$ cat src/rtl/m_unit_pkg.sv
// Shared definitions for the RV32M multiply/divide unit: func3 codes, FSM
// state encodings and the M-extension instruction identifier.
package m_unit_pkg;

   localparam logic [2:0] M_FUNC3_MUL    = 3'b000;
   localparam logic [2:0] M_FUNC3_MULH   = 3'b001;
   localparam logic [2:0] M_FUNC3_MULHSU = 3'b010;
   localparam logic [2:0] M_FUNC3_MULHU  = 3'b011;
   localparam logic [2:0] M_FUNC3_DIV    = 3'b100;
   localparam logic [2:0] M_FUNC3_DIVU   = 3'b101;
   localparam logic [2:0] M_FUNC3_REM    = 3'b110;
   localparam logic [2:0] M_FUNC3_REMU   = 3'b111;

   typedef enum logic [1:0] {
      M_ST_IDLE = 2'd0,
      M_ST_MUL  = 2'd1,
      M_ST_DIV  = 2'd2,
      M_ST_DONE = 2'd3
   } m_state_e;

   localparam logic [6:0] OPCODE_RTYPE = 7'b0110011;
   localparam logic [6:0] FUNC7_MEXT   = 7'b0000001;

   function automatic logic is_m_op(input logic [6:0] opcode, input logic [6:0] func7);
      return (opcode == OPCODE_RTYPE) && (func7 == FUNC7_MEXT);
   endfunction

endpackage

$ cat src/rtl/m_unit_if.sv
// Execute-stage <-> M unit request/result bundle.
interface m_unit_if #(parameter int XLEN = 32);
   import m_unit_pkg::*;

   // Handshake: m_start is a request valid; it is accepted only on a cycle
   // where m_unit_busy=0 and m_flush=0, so the requester holds it (with
   // operands) until busy drops. m_unit_ready is a one-cycle result strobe with
   // no back-pressure; result/wr/dest are meaningful only while it is high.
   logic            m_start;
   logic [2:0]      m_func3;
   logic [XLEN-1:0] m_op1;
   logic [XLEN-1:0] m_op2;
   logic [4:0]      m_rd;
   logic            m_flush;

   logic            m_unit_busy;
   logic            m_unit_ready;
   logic [XLEN-1:0] m_unit_result;
   logic            m_unit_wr;
   logic [4:0]      m_unit_dest;
   m_state_e        m_state;

   modport master (
      output m_start, m_func3, m_op1, m_op2, m_rd, m_flush,
      input  m_unit_busy, m_unit_ready, m_unit_result, m_unit_wr, m_unit_dest, m_state
   );

   modport slave (
      input  m_start, m_func3, m_op1, m_op2, m_rd, m_flush,
      output m_unit_busy, m_unit_ready, m_unit_result, m_unit_wr, m_unit_dest, m_state
   );

endinterface

$ cat src/rtl/m_div_iter.sv
// Radix-2 restoring divider datapath on unsigned magnitudes, one quotient bit
// per step. quotient/remainder present the values after the current step.
module m_div_iter #(
   parameter int XLEN = 32
) (
   input  logic            clk,
   input  logic            rst,
   input  logic            load,
   input  logic            step,
   input  logic [XLEN-1:0] dividend,
   input  logic [XLEN-1:0] divisor,
   output logic            done,
   output logic [XLEN-1:0] quotient,
   output logic [XLEN-1:0] remainder
);

   logic [XLEN-1:0] rem_q;
   logic [XLEN-1:0] quo_q;
   logic [XLEN-1:0] dvs_q;
   logic [5:0]      cnt_q;

   logic [XLEN:0]   shifted;
   logic [XLEN:0]   trial;
   logic [XLEN-1:0] rem_nxt;
   logic [XLEN-1:0] quo_nxt;

   // Shifted partial remainder is always below 2*divisor, so a negative trial
   // leaves it fitting in XLEN bits.
   assign shifted = {rem_q, quo_q[XLEN-1]};
   assign trial   = shifted - {1'b0, dvs_q};
   assign rem_nxt = trial[XLEN] ? shifted[XLEN-1:0] : trial[XLEN-1:0];
   assign quo_nxt = {quo_q[XLEN-2:0], ~trial[XLEN]};

   assign quotient  = quo_nxt;
   assign remainder = rem_nxt;
   assign done      = step && (cnt_q == 6'(XLEN - 1));

   always_ff @(posedge clk) begin
      if (rst) begin
         rem_q <= '0;
         quo_q <= '0;
         dvs_q <= '0;
         cnt_q <= '0;
      end else if (load) begin
         rem_q <= '0;
         quo_q <= dividend;
         dvs_q <= divisor;
         cnt_q <= '0;
      end else if (step) begin
         rem_q <= rem_nxt;
         quo_q <= quo_nxt;
         cnt_q <= cnt_q + 6'd1;
      end
   end

endmodule

$ cat src/rtl/m_unit.sv
// RV32M multiply/divide unit: pipelined multiplier, iterative divider and
// single-cycle special cases, returning a one-cycle ready strobe.
module m_unit
   import m_unit_pkg::*;
#(
   parameter int XLEN        = 32,
   parameter int MUL_LATENCY = 2
) (
   input  logic     clk,
   input  logic     rst,
   m_unit_if.slave  m_if
);

   localparam int PW  = 2 * XLEN;
   localparam int MCW = (MUL_LATENCY > 1) ? $clog2(MUL_LATENCY) : 1;
   localparam logic [XLEN-1:0] MIN_NEG = {1'b1, {(XLEN-1){1'b0}}};

   m_state_e        state_q, state_d;
   logic [2:0]      func3_q;
   logic [4:0]      rd_q;
   logic            neg_quo_q, neg_rem_q;
   logic [MCW-1:0]  mul_cnt_q;
   logic [PW-1:0]   mul_pipe [MUL_LATENCY];
   logic [XLEN-1:0] result_q;
   logic            wr_q;
   logic [4:0]      dest_q;

   logic            accept, div_load, div_step, div_done, done_load;
   logic            mul_s1, mul_s2, div_signed, div_by_zero, div_ovf, special;
   logic [PW-1:0]   op1_ext, op2_ext, prod;
   logic [XLEN-1:0] mag1, mag2, special_res, mul_res, div_res, quo, rem, result_d;
   logic [4:0]      dest_d;

   // Issue-side decode works straight off the request so special cases and
   // the first multiplier stage resolve in the accept cycle.
   assign accept      = (state_q == M_ST_IDLE) && m_if.m_start && !m_if.m_flush;
   assign mul_s1      = (m_if.m_func3[1:0] != 2'b11);
   assign mul_s2      = ~m_if.m_func3[1];
   assign op1_ext     = {{XLEN{m_if.m_op1[XLEN-1] & mul_s1}}, m_if.m_op1};
   assign op2_ext     = {{XLEN{m_if.m_op2[XLEN-1] & mul_s2}}, m_if.m_op2};
   assign prod        = op1_ext * op2_ext;

   assign div_signed  = ~m_if.m_func3[0];
   assign mag1        = (div_signed && m_if.m_op1[XLEN-1]) ? -m_if.m_op1 : m_if.m_op1;
   assign mag2        = (div_signed && m_if.m_op2[XLEN-1]) ? -m_if.m_op2 : m_if.m_op2;
   assign div_by_zero = (m_if.m_op2 == '0);
   assign div_ovf     = div_signed && (m_if.m_op1 == MIN_NEG) && (m_if.m_op2 == '1);
   assign special     = m_if.m_func3[2] && (div_by_zero || div_ovf);

   always_comb begin
      special_res = '0;
      if (div_by_zero) special_res = m_if.m_func3[1] ? m_if.m_op1 : '1;
      else if (div_ovf) special_res = m_if.m_func3[1] ? '0 : MIN_NEG;
   end

   m_div_iter #(.XLEN(XLEN)) u_div (
      .clk       (clk),
      .rst       (rst),
      .load      (div_load),
      .step      (div_step),
      .dividend  (mag1),
      .divisor   (mag2),
      .done      (div_done),
      .quotient  (quo),
      .remainder (rem)
   );

   assign mul_res = (func3_q[1:0] == 2'b00) ? mul_pipe[MUL_LATENCY-1][XLEN-1:0]
                                            : mul_pipe[MUL_LATENCY-1][PW-1:XLEN];
   assign div_res = func3_q[1] ? (neg_rem_q ? -rem : rem) : (neg_quo_q ? -quo : quo);

   always_ff @(posedge clk) begin
      if (rst) state_q <= M_ST_IDLE;
      else     state_q <= state_d;
   end

   always_comb begin
      state_d   = state_q;
      div_load  = 1'b0;
      div_step  = 1'b0;
      done_load = 1'b0;
      result_d  = '0;
      dest_d    = rd_q;
      unique case (state_q)
         M_ST_IDLE: begin
            dest_d   = m_if.m_rd;
            result_d = special_res;
            if (accept) begin
               if (!m_if.m_func3[2]) begin
                  state_d = M_ST_MUL;
               end else if (special) begin
                  state_d   = M_ST_DONE;
                  done_load = 1'b1;
               end else begin
                  state_d  = M_ST_DIV;
                  div_load = 1'b1;
               end
            end
         end
         M_ST_MUL: begin
            result_d = mul_res;
            if (m_if.m_flush) begin
               state_d = M_ST_IDLE;
            end else if (mul_cnt_q == MCW'(MUL_LATENCY - 1)) begin
               state_d   = M_ST_DONE;
               done_load = 1'b1;
            end
         end
         M_ST_DIV: begin
            result_d = div_res;
            if (m_if.m_flush) begin
               state_d = M_ST_IDLE;
            end else begin
               div_step = 1'b1;
               if (div_done) begin
                  state_d   = M_ST_DONE;
                  done_load = 1'b1;
               end
            end
         end
         default: state_d = M_ST_IDLE;
      endcase
   end

   always_ff @(posedge clk) begin
      if (rst) begin
         func3_q   <= '0;
         rd_q      <= '0;
         neg_quo_q <= 1'b0;
         neg_rem_q <= 1'b0;
         mul_cnt_q <= '0;
         result_q  <= '0;
         wr_q      <= 1'b0;
         dest_q    <= '0;
      end else begin
         if (accept) begin
            func3_q   <= m_if.m_func3;
            rd_q      <= m_if.m_rd;
            neg_quo_q <= div_signed && (m_if.m_op1[XLEN-1] ^ m_if.m_op2[XLEN-1]);
            neg_rem_q <= div_signed && m_if.m_op1[XLEN-1];
         end
         mul_cnt_q <= (state_q == M_ST_MUL) ? mul_cnt_q + MCW'(1) : '0;
         if (done_load) begin
            result_q <= result_d;
            wr_q     <= (dest_d != 5'd0);
            dest_q   <= dest_d;
         end
      end
   end

   // Stage 0 captures the product in the accept cycle; it reaches the last
   // stage exactly when the MUL state exits.
   always_ff @(posedge clk) begin
      if (rst) begin
         for (int i = 0; i < MUL_LATENCY; i++) mul_pipe[i] <= '0;
      end else begin
         mul_pipe[0] <= prod;
         for (int i = 1; i < MUL_LATENCY; i++) mul_pipe[i] <= mul_pipe[i-1];
      end
   end

   assign m_if.m_unit_busy   = (state_q != M_ST_IDLE);
   assign m_if.m_unit_ready  = (state_q == M_ST_DONE);
   assign m_if.m_unit_result = result_q;
   assign m_if.m_unit_wr     = wr_q;
   assign m_if.m_unit_dest   = dest_q;
   assign m_if.m_state       = state_q;

endmodule
$ cat src/flat_wrapper.sv
// flat-port wrapper written by rule: the top's interface ports become plain ports
module m_unit_flat import m_unit_pkg::*;
#(
   parameter int XLEN        = 32,
   parameter int MUL_LATENCY = 2
)
  (clk, rst, m_if_m_start, m_if_m_func3, m_if_m_op1, m_if_m_op2, m_if_m_rd, m_if_m_flush, m_if_m_unit_busy, m_if_m_unit_ready, m_if_m_unit_result, m_if_m_unit_wr, m_if_m_unit_dest, m_if_m_state);
  m_unit_if #(.XLEN(XLEN)) m_if_i ();
  input  logic clk;
  input  logic rst;
  input wire logic [$bits(m_if_i.m_start)-1:0] m_if_m_start;
  input wire logic [$bits(m_if_i.m_func3)-1:0] m_if_m_func3;
  input wire logic [$bits(m_if_i.m_op1)-1:0] m_if_m_op1;
  input wire logic [$bits(m_if_i.m_op2)-1:0] m_if_m_op2;
  input wire logic [$bits(m_if_i.m_rd)-1:0] m_if_m_rd;
  input wire logic [$bits(m_if_i.m_flush)-1:0] m_if_m_flush;
  output wire logic [$bits(m_if_i.m_unit_busy)-1:0] m_if_m_unit_busy;
  output wire logic [$bits(m_if_i.m_unit_ready)-1:0] m_if_m_unit_ready;
  output wire logic [$bits(m_if_i.m_unit_result)-1:0] m_if_m_unit_result;
  output wire logic [$bits(m_if_i.m_unit_wr)-1:0] m_if_m_unit_wr;
  output wire logic [$bits(m_if_i.m_unit_dest)-1:0] m_if_m_unit_dest;
  output wire logic [$bits(m_if_i.m_state)-1:0] m_if_m_state;
  assign m_if_i.m_start = m_if_m_start;
  assign m_if_i.m_func3 = m_if_m_func3;
  assign m_if_i.m_op1 = m_if_m_op1;
  assign m_if_i.m_op2 = m_if_m_op2;
  assign m_if_i.m_rd = m_if_m_rd;
  assign m_if_i.m_flush = m_if_m_flush;
  assign m_if_m_unit_busy = m_if_i.m_unit_busy;
  assign m_if_m_unit_ready = m_if_i.m_unit_ready;
  assign m_if_m_unit_result = m_if_i.m_unit_result;
  assign m_if_m_unit_wr = m_if_i.m_unit_wr;
  assign m_if_m_unit_dest = m_if_i.m_unit_dest;
  assign m_if_m_state = m_if_i.m_state;
  m_unit #(.XLEN(XLEN), .MUL_LATENCY(MUL_LATENCY)) u_core (.clk(clk), .rst(rst), .m_if(m_if_i));
endmodule
$ cat config.mk
export PLATFORM = sky130hd
export DESIGN_NAME = m_unit_flat
export DESIGN_NICKNAME = d
export VERILOG_FILES = /design/src/rtl/m_unit_pkg.sv /design/src/rtl/m_unit_if.sv /design/src/rtl/m_div_iter.sv /design/src/rtl/m_unit.sv /design/src/flat_wrapper.sv
export SDC_FILE = /design/constraint.sdc
export NUM_CORES = 2
export LEC_CHECK = 0
export ABC_CLOCK_PERIOD_IN_PS = 8750
export BUFFER_PORTS_ARGS = -buffer_cell sky130_fd_sc_hd__buf_2
export CAP_MARGIN = 20
export CORE_UTILIZATION = 60
export CTS_CLUSTER_DIAMETER = 120
export DETAILED_ROUTE_END_ITERATION = 16
export PLACE_DENSITY = 0.78
export SYNTH_ARGS = -nofsm -noshare
export SYNTH_HDL_FRONTEND = slang
export SYNTH_SLANG_ARGS = --single-unit
$ cat constraint.sdc
create_clock -name clk -period 8.75 [get_ports clk]
set_input_delay 1.3125 -clock clk [delete_from_list [all_inputs] [get_ports clk]]
set_output_delay 1.3125 -clock clk [all_outputs]
set_load 0.005 [all_outputs]
==> impl_metrics.toml <==
[critical_path]
cp_max_fo = 11
r2r_start = "u_core.u_div.quo_q[31]$_SDFFE_PP0P_"
slowest_delay_ns = 0.59
critPathKind = "input port to register"
crit_start = "m_if_m_op2[0]"
critPathRequiredTime_ns = 9.19
cpMostUsedCell = "fa_1"
crit_path_start_kind = "input port"
critPathArrivalTime_ns = 8.89
critPathSlowestCell = "fa_1"
end_kind = "register"

[placement]
place_area_um2 = 57110
dpl_worst_slack_ns = -0.3299
io_buffer_count = 117
gp_congestion = 1.018
dpl.hpwl_um = 132800

[run_status]
outcome = "completed"

[layout]
final_area_um2 = 58180
fill_cells = 7107
nNetsFinal = 7722
layout-drive-gt1-share_pct = 9.755
area_growth_pct = 8.615

[detailed_routing]
ant_nets = 0
drtIter0Drc = 4034
firstDrtPassIters = 8
post_drt_wl_per_cell_um = 21.58
num_vias = 43940
wl_um = 160900
vias_per_cell = 5.891
drc = 0

[cts]
cts-root-buf = "clkbuf_16"
numClockSinks = 280
path_clk_slew_ns = 0.07
cts_made_buffers = 28
ctsLongestPathBuffers = 3
h-tree-depth = 1
clk_latency_ns = 0.60
cts_setup_buffers = 0
cts_tree = "yes"

[job]
cap_violations = 0

[global_routing]
use_met3_pct = 5.967
met2_usage_pct = 57.77
grt_pass1_wl_um = 253200
antenna_found_initial = 17
grt_util_all_layers_pct = 36.23
grt_overflow = 0
grt_pass1_vias = 45720
grt_max_degree = 193
use_met1_pct = 47.26
gr-max-usage-layer = "met2"

[floorplan]
rows = 109
die_w_um = 300.8
fp.coreArea_um2 = 88370
die_y_um = 300.8
die_area_um2 = 90470
ios = 118
initial_core_util_pct = 60.61

[sta]
setup_slack_ns = 0.2970
fin_skew_ns = 0.03334
timing.final.crit_period_ns = 8.453
worstMarginPinSlew_ns = 1.077
hold_violations = 0
finalSetupTns_ns = 0
hold_slack_ns = 0.4367
drv_slew = 0
finalCritPeriodShare_pct = 96.61
setup_viol_count_final = 0
rsz0062_at_grt = "no"
clock.fmax_mhz = 118.3
maxSlewHeadroom_pct = 28.17

[yosys]
ys_types = 90
synth_top_area_share_pct = 42.08
synth_common_cells = "1172 x inv_1, 1126 x fa_1, 933 x nand2_1"
synth_nets = 7597
async_reset_ff_share_pct = 0
ys_seq_area_share_pct = 10.47
yosys_warnings = 0
syn_avg_cell_area_um2 = 8.725
syn_area_um2 = 53560
synth_most_common_cell = "inv_1"
synth_ff_type = "dfxtp_1"
synth_edf_count = 0
yosysTopAreaCell = "fa_1"
synth_cells = 6139
synth_top_cells_by_area = "fa_1 42%, dfxtp_1 10%, inv_1 8.2%"
ys_seq_elements = 280

[min_path]
hold_class = "register to register"
hold_start = "u_core.mul_pipe[0][51]$_SDFF_PP0_"
layer usage:
| metal | vias to the layer above | wire, um |
|---|---|---|
| met5 | - | 69 |
| met4 | 10 | 10650 |
| met3 | 562 | 15980 |
| met2 | 2380 | 74530 |
| met1 | 21960 | 59710 |
| li1 | 19030 | - |
state kept, by name, indices dropped and copies added (netlist names), 5 cells and up:
| register | flops |
|---|---|
| u_core.mul_pipe | 128 |
| u_core.m_if.m_unit_result | 32 |
| u_core.u_div.dvs_q | 32 |
| u_core.u_div.quo_q | 32 |
| u_core.u_div.rem_q | 32 |
| u_core.u_div.cnt_q | 6 |
| u_core.m_if.m_unit_dest | 5 |
| u_core.rd_q | 5 |
worst max-delay path, delay by kind of cell:
kind / cells / cell delay (ns)
xor gates and xnor gates: 1 / 0.15
buffers and inverters: 8 / 0.86
adders and majority gates: 9 / 4.42
AOI/OAI and AO/OA: 9 / 2.01
and+or+nand+nor: 2 / 0.12
metrics by stage:
stage                     cells  utilization (%)
final                      7459            65.83
after global routing       7456            65.82
after detailed placement   7398            64.63
after floorplan            6139                -
after CTS                  7448            65.76
after global placement     7398            64.63
final timing paths:
kind	to	slack (ns)	cells past startpoint
max	u_core.mul_pipe[0][57]$_SDFF_PP0_	0.30	29
min	u_core.mul_pipe[0][115]$_SDFF_PP0_	0.44	1
min reg2reg	u_core.mul_pipe[0][115]$_SDFF_PP0_	0.44	1
max reg2reg	u_core.m_if.m_unit_result[28]$_SDFFE_PP0P_	2.64	21
kinds of logic after synthesis:
| family | share of synthesized area [%] |
|---|---|
| AOI/OAI and AO/OA | 9.157 |
| DFF | 10.47 |
| muxes | 1.364 |
| xor gates and xnor gates | 3.156 |
| and+or+nand+nor | 16.88 |
| adders and majority gates | 48.06 |
| buffers and inverters | 10.91 |
repair_timing:
item	CTS	global route
resized for setup	0	6
setup endpoints to repair	0	9
hold endpoints to repair	0	0
hold buffers	0	0
placed cells by master (no fill, tap or decap), drive strengths merged, types with 91 or more instances in the layout:
master | synthesis | layout
nand2 | 933 | 933
a21oi | 180 | 180
and2 | 301 | 301
ha | 256 | 256
xnor2 | 114 | 114
dfxtp | 280 | 280
nor2b | 91 | 91
inv | 1175 | 1176
buf | 68 | 469
fa | 1126 | 1126
nor2 | 379 | 379
final cells by class:
type	instances	area, um^2	share of cell area, %
Antenna cell	10	25.02	0.04301
Clock buffer	30	708.2	1.217
Clock inverter	20	296.5	0.5097
Inverter	1177	4424	7.605
Multi-Input combinational cell	4307	42200	72.54
Sequential cell	280	5605	9.635
Tap cell	1165	1458	2.506
Timing Repair Buffer	470	3461	5.949
Power is left out: the tool's default activity adds up to more than one toggle a clock period on the data nets, which glitch-free logic cannot reach.
